$ cat src/rtl/dmem_pkg.sv
// Shared encodings and the request legality check for the data-memory responder.
package dmem_pkg;

    localparam logic [2:0] SZ_B  = 3'b000;
    localparam logic [2:0] SZ_H  = 3'b001;
    localparam logic [2:0] SZ_W  = 3'b010;
    localparam logic [2:0] SZ_BU = 3'b100;
    localparam logic [2:0] SZ_HU = 3'b101;

    typedef enum logic [1:0] {
        S_IDLE = 2'd0,
        S_WAIT = 2'd1,
        S_EXEC = 2'd2,
        S_RESP = 2'd3
    } state_t;

    // Unsigned-extend sizes only exist for loads, so a store with BU/HU is illegal.
    function automatic logic access_err(input logic we, input logic [2:0] size,
                                        input logic [1:0] lsb, input logic in_range);
        logic bad;
        case (size)
            SZ_B:    bad = 1'b0;
            SZ_H:    bad = lsb[0];
            SZ_W:    bad = (lsb != 2'b00);
            SZ_BU:   bad = we;
            SZ_HU:   bad = we | lsb[0];
            default: bad = 1'b1;
        endcase
        return bad | ~in_range;
    endfunction

endpackage

$ cat src/rtl/dmem_lane_align.sv
// Byte-lane steering: store byte enables / replicated write data, and load extraction with extension.
module dmem_lane_align
    import dmem_pkg::*;
(
    input  logic [1:0]  addr_lsb,
    input  logic [2:0]  size,
    input  logic [31:0] wdata,
    input  logic [31:0] rword,
    output logic [3:0]  be,
    output logic [31:0] wword,
    output logic [31:0] rdata
);

    logic [7:0]  rbyte;
    logic [15:0] rhalf;

    assign rbyte = rword[{addr_lsb, 3'b000} +: 8];
    assign rhalf = rword[{addr_lsb[1], 4'b0000} +: 16];

    // size[2] marks the unsigned variants, which suppress sign extension.
    always_comb begin
        be    = 4'b0000;
        wword = wdata;
        rdata = 32'd0;
        case (size[1:0])
            2'b00: begin
                be    = 4'b0001 << addr_lsb;
                wword = {4{wdata[7:0]}};
                rdata = {{24{rbyte[7] & ~size[2]}}, rbyte};
            end
            2'b01: begin
                be    = addr_lsb[1] ? 4'b1100 : 4'b0011;
                wword = {2{wdata[15:0]}};
                rdata = {{16{rhalf[15] & ~size[2]}}, rhalf};
            end
            2'b10: begin
                be    = 4'b1111;
                rdata = rword;
            end
            default: ;
        endcase
    end

endmodule

$ cat src/rtl/dmem_responder.sv
// Multi-cycle data-memory responder: one outstanding request, WAIT_CYCLES wait states, registered read word.
module dmem_responder
    import dmem_pkg::*;
#(
    parameter int ADDR_W      = 8,
    parameter int DEPTH_WORDS = 64,
    parameter int WAIT_CYCLES = 1
) (
    input  logic              clk,
    input  logic              rst,
    input  logic              req_valid,
    output logic              req_ready,
    input  logic              req_we,
    input  logic [ADDR_W-1:0] req_addr,
    input  logic [2:0]        req_size,
    input  logic [31:0]       req_wdata,
    output logic              rsp_valid,
    input  logic              rsp_ready,
    output logic [31:0]       rsp_rdata,
    output logic              rsp_err
);

    localparam int IDX_W = $clog2(DEPTH_WORDS);

    state_t            state;
    logic [3:0]        cnt;
    logic              we_q;
    logic [ADDR_W-1:0] addr_q;
    logic [2:0]        size_q;
    logic [31:0]       wdata_q;
    logic              err_q;
    logic [31:0]       rword_q;
    logic [31:0]       mem [DEPTH_WORDS];

    logic              in_range;
    logic [IDX_W-1:0]  idx;
    logic [3:0]        be;
    logic [31:0]       wword;
    logic [31:0]       ld_data;

    assign req_ready = (state == S_IDLE) & ~rst;
    assign in_range  = 32'(req_addr[ADDR_W-1:2]) < 32'(DEPTH_WORDS);
    assign idx       = addr_q[2 +: IDX_W];

    dmem_lane_align u_align (
        .addr_lsb (addr_q[1:0]),
        .size     (size_q),
        .wdata    (wdata_q),
        .rword    (rword_q),
        .be       (be),
        .wword    (wword),
        .rdata    (ld_data)
    );

    // The read word is registered in EXEC and aligned on the way into rsp_rdata,
    // so the response appears one edge after the array access.
    always_ff @(posedge clk or posedge rst) begin
        if (rst) begin
            state     <= S_IDLE;
            cnt       <= 4'd0;
            we_q      <= 1'b0;
            addr_q    <= '0;
            size_q    <= 3'd0;
            wdata_q   <= 32'd0;
            err_q     <= 1'b0;
            rword_q   <= 32'd0;
            rsp_valid <= 1'b0;
            rsp_rdata <= 32'd0;
            rsp_err   <= 1'b0;
        end else begin
            case (state)
                S_IDLE: begin
                    if (req_valid) begin
                        we_q    <= req_we;
                        addr_q  <= req_addr;
                        size_q  <= req_size;
                        wdata_q <= req_wdata;
                        err_q   <= access_err(req_we, req_size, req_addr[1:0], in_range);
                        if (WAIT_CYCLES > 0) begin
                            cnt   <= 4'(WAIT_CYCLES - 1);
                            state <= S_WAIT;
                        end else begin
                            state <= S_EXEC;
                        end
                    end
                end
                S_WAIT: begin
                    if (cnt == 4'd0) state <= S_EXEC;
                    else             cnt   <= cnt - 4'd1;
                end
                S_EXEC: begin
                    rword_q <= err_q ? 32'd0 : mem[idx];
                    state   <= S_RESP;
                end
                S_RESP: begin
                    if (!rsp_valid) begin
                        rsp_valid <= 1'b1;
                        rsp_rdata <= (err_q | we_q) ? 32'd0 : ld_data;
                        rsp_err   <= err_q;
                    end else if (rsp_ready) begin
                        rsp_valid <= 1'b0;
                        state     <= S_IDLE;
                    end
                end
                default: state <= S_IDLE;
            endcase
        end
    end

    always_ff @(posedge clk or posedge rst) begin
        if (rst) begin
            for (int i = 0; i < DEPTH_WORDS; i++) mem[i] <= 32'd0;
        end else if (state == S_EXEC && we_q && !err_q) begin
            for (int b = 0; b < 4; b++)
                if (be[b]) mem[idx][8*b +: 8] <= wword[8*b +: 8];
        end
    end

endmodule

$ cat config.mk
export PLATFORM = sky130hd
export DESIGN_NAME = dmem_responder
export DESIGN_NICKNAME = d
export VERILOG_FILES = /design/src/rtl/dmem_pkg.sv /design/src/rtl/dmem_lane_align.sv /design/src/rtl/dmem_responder.sv
export SDC_FILE = /design/constraint.sdc
export NUM_CORES = 2
export LEC_CHECK = 0
export ABC_AREA = 1
export BUFFER_PORTS_ARGS = -buffer_cell sky130_fd_sc_hd__buf_2
export CORE_ASPECT_RATIO = 0.6
export CORE_MARGIN = 2
export CORE_UTILIZATION = 35
export CTS_BUF_LIST = sky130_fd_sc_hd__clkbuf_2
export DETAILED_ROUTE_END_ITERATION = 10
export PLACE_DENSITY_LB_ADDON = 0.3
export RECOVER_POWER = 25
export REMOVE_ABC_BUFFERS = 1
export SLEW_MARGIN = 20
export SYNTH_ARGS = -nofsm -noshare
export SYNTH_HDL_FRONTEND = slang
export SYNTH_SLANG_ARGS = --single-unit
$ cat constraint.sdc
create_clock -name clk -period 68.1 [get_ports clk]
set_input_delay 6.81 -clock clk [delete_from_list [all_inputs] [get_ports clk]]
set_output_delay 6.81 -clock clk [all_outputs]
set_load 0.02 [all_outputs]
==> results_dict.tcl <==
set metrics [dict create \
    status "finished, violations left" \
    failed_checks "capacitance limit, slew limit" \
    io_pins 83 \
    design_area_mm2 0.112 \
    skew_ns 0.147 \
    max_slew_margin_pct -208 \
    port_buffers 82 \
    path_cells "buf_2 > nor2_1 > buf_2" \
    post_cts_resized 0 \
    antenna_found_initial 20 \
    powerDensity_mw_per_mm2 37.8 \
    core_area_mm2 0.298 \
    worst_slew_pin_slew_ns 4.63 \
    slowest_stage "buf_2" \
    place_hpwl_mm 209 \
    min_period_ns 14.02 \
    dp_slack_ns 54.09 \
    yosys.area.top_type "dfrtp_1" \
    grt_overflow 0 \
    fmax_mhz 71.4 \
    holdBufCountCts 0 \
    die_h_um 429 \
    rsz0062_at_grt "false" \
    crit_path_start_kind "input port" \
    grt_pass1_vias 81600 \
    dieArea_mm2 0.305 \
    synth-async-reset-ratio_pct 100 \
    tritoncts "built" \
    synthToLayoutAreaGrowth_pct 6.88 \
    crit_required_ns 61.29 \
    drive_above_1_share_pct 9.78 \
    netlist_area_mm2 0.105 \
    vias 87800 \
    synth_cells 13900 \
    timing_hold_violations_final 0 \
    grt_pass1_wl_mm 518 \
    worstSetupPathType "in2out" \
    period_share_pct 20.6 \
    gp_congestion 0.868 \
    nNetsFinal 13900 \
    drt_wl_total_mm 336 \
    vias_per_cell 4.83 \
    track_usage_pct 21.8 \
    cts_num_sinks 2165 \
    hp-class "reg2reg" \
    cts_buffers 544 \
    irDropWorstVdd_mv 0.0707 \
    cts_setup_buffers 0 \
    drc_errors 0 \
    wl_per_cell_um 18.5 \
    crit_top_cell "buf_2" \
    clockRootBuffer "clkbuf_2" \
    syn_avg_cell_area_um2 7.55 \
    grt_max_degree 162 \
    drt_first_pass_iters 6 \
    placed_area_mm2 0.108 \
    rows 155 \
    fin_ws_ns 54.08 \
    power.leakage_nw 55.4 \
    htreeDepth 6 \
    setup_violations 0 \
    ys_ff_latch 2165 \
    drt.antenna.violating_nets 0 \
    report.final.slew_viol_count 766 \
    synth.top_cell.area_share_pct 51.5 \
    drt_iter0_drc 8921 \
    synth.yosys.warnings 0 \
    synth_edf_count 0 \
    ys_seq_area_share_pct 51.5 \
    slowest_delay_ns 0.16 \
    yosysUniqueCellTypes 45 \
    drv_cap 14 \
    cp.arrival_ns 7.21 \
    cts_buffer_depth 4 \
    crit_fanout 2 \
    synth_area_leaders "dfrtp_1 (51%), nand2_1 (18%), o21ai_0 (9.4%), inv_1 (6.7%), nand3_1 (4.7%)" \
    endpoint_kind "output pin" \
    start_util_pct 35.3 \
    die_w_um 712 \
    clk_pin_slew_ns 0.09 \
    setup_tns_ns 0 \
    ys.flop_type "dfrtp_1" \
    insertion_delay_ns 1.84 \
]
per-stage QoR:
| stage | hold WS, ns | total power, W | cells | util (%) |
|---|---|---|---|---|
| floorplan | 0.445 | 0.00311 | 13100 | - |
| global placement | 0.457 | 0.00333 | 17300 | 36.3 |
| detailed placement | 0.463 | 0.00334 | 17300 | 36.3 |
| CTS | 0.485 | 0.00426 | 18200 | 37.8 |
| global route | 0.501 | 0.00452 | 18200 | 37.7 |
| finish | 0.482 | 0.00425 | 18200 | 37.7 |
flip-flops by register name, summed over array words and instances, names as in the netlist:
register and flops:
wdata_q 32, cnt 4, we_q 1, size_q 3, mem 2048, rsp_valid 1, rsp_rdata 32, addr_q 8
state 2, err_q 1, rword_q 32, rsp_err 1
critical path, delay by kind of cell:
kind / cells / cell delay (ns)
buffers and inverters: 2 / 0.30
AND/OR/NAND/NOR: 1 / 0.09
per-layer routing:
metal / routed length (um) / up-vias / track usage (%)
met5: 111 / - / 0
met2: 129000 / 2985 / 29.0
met1: 165000 / 41300 / 33.8
li1: - / 43100 / -
met3: 32200 / 467 / 5.90
met4: 9090 / 16 / 6.06
worst paths after layout:
kind                                     from       endpoint  slack [ns]  cells after the start
worst min register to register  rsp_rdata[31]  rsp_rdata[31]        0.48                      2
max in group asynchronous                 rst       mem[629]       58.67                      6
worst max-delay path                      rst      req_ready       54.08                      3
min in group asynchronous                 rst       mem[323]        5.24                      2
worst max register to register      size_q[1]      mem[1842]       59.55                      6
worst min-delay path            rsp_rdata[31]  rsp_rdata[31]        0.48                      2
cell usage after synthesis (2+ instances only):
cell type  count
a21oi_1       11
a22oi_1        9
buf_1         36
buf_2        155
buf_4         14
buf_6         55
bufinv_8       2
clkbuf_1     609
clkinv_1       2
dfrtp_1     2165
ha_1           5
inv_1       1883
inv_2         13
inv_4          3
nand2_1     5025
nand2_2      150
nand2_4       47
nand3_1      992
nor2_1       145
nor2_2        13
nor2_4        45
nor2_8         8
nor3_1         2
nor3_4         7
o211ai_1      32
o21ai_0     1973
o21ai_1      380
o221ai_1       8
o31ai_1        3
or2_2        128
kinds of logic (layout without fill, tap and decap cells):
family                   count (synthesis)  after routing  share of synthesized area, %
XOR/XNOR                                 2              2                        0.0166
AND/OR/NAND/NOR                       6567           6567                          26.2
adder cells (fa/ha/maj)                  5              5                        0.0594
other                                    0              9                             0
flip-flops                            2165           2165                          51.5
buffers and inverters                 2775           3005                          10.6
AO/OA/AOI/OAI                         2421           2421                          11.7
power breakdown:
part / total (W) / internal (W) / switching (W)
Combinational: 0.00182 / 0.000397 / 0.00143
Clock: 0.000911 / 0.000350 / 0.000562
Sequential: 0.00151 / 0.00142 / 0.0000926
cell type report:
| type | instances | area (um^2) |
|---|---|---|
| inverter | 1904 | 7210 |
| sequential | 2165 | 54200 |
| antenna | 9 | 22.5 |
| clock buffer | 765 | 3830 |
| timing repair buffer | 223 | 1530 |
| fill | 31900 | 186000 |
| multi-input combinational | 8995 | 39900 |
| clock inverter | 113 | 836 |
| tap | 4003 | 5010 |
placed cells by master, fill, tap and decap left out, drive strengths merged, types with 32 or more instances in the layout:
| cell | instances |
|---|---|
| nor2 | 211 |
| o21ai | 2353 |
| inv | 1910 |
| buf | 211 |
| nand3 | 993 |
| clkinv | 83 |
| or2 | 128 |
| dfrtp | 2165 |
| nand2 | 5222 |
| o211ai | 32 |
| clkbuf | 777 |
No activity file was read; power rests on OpenSTA's default activity.
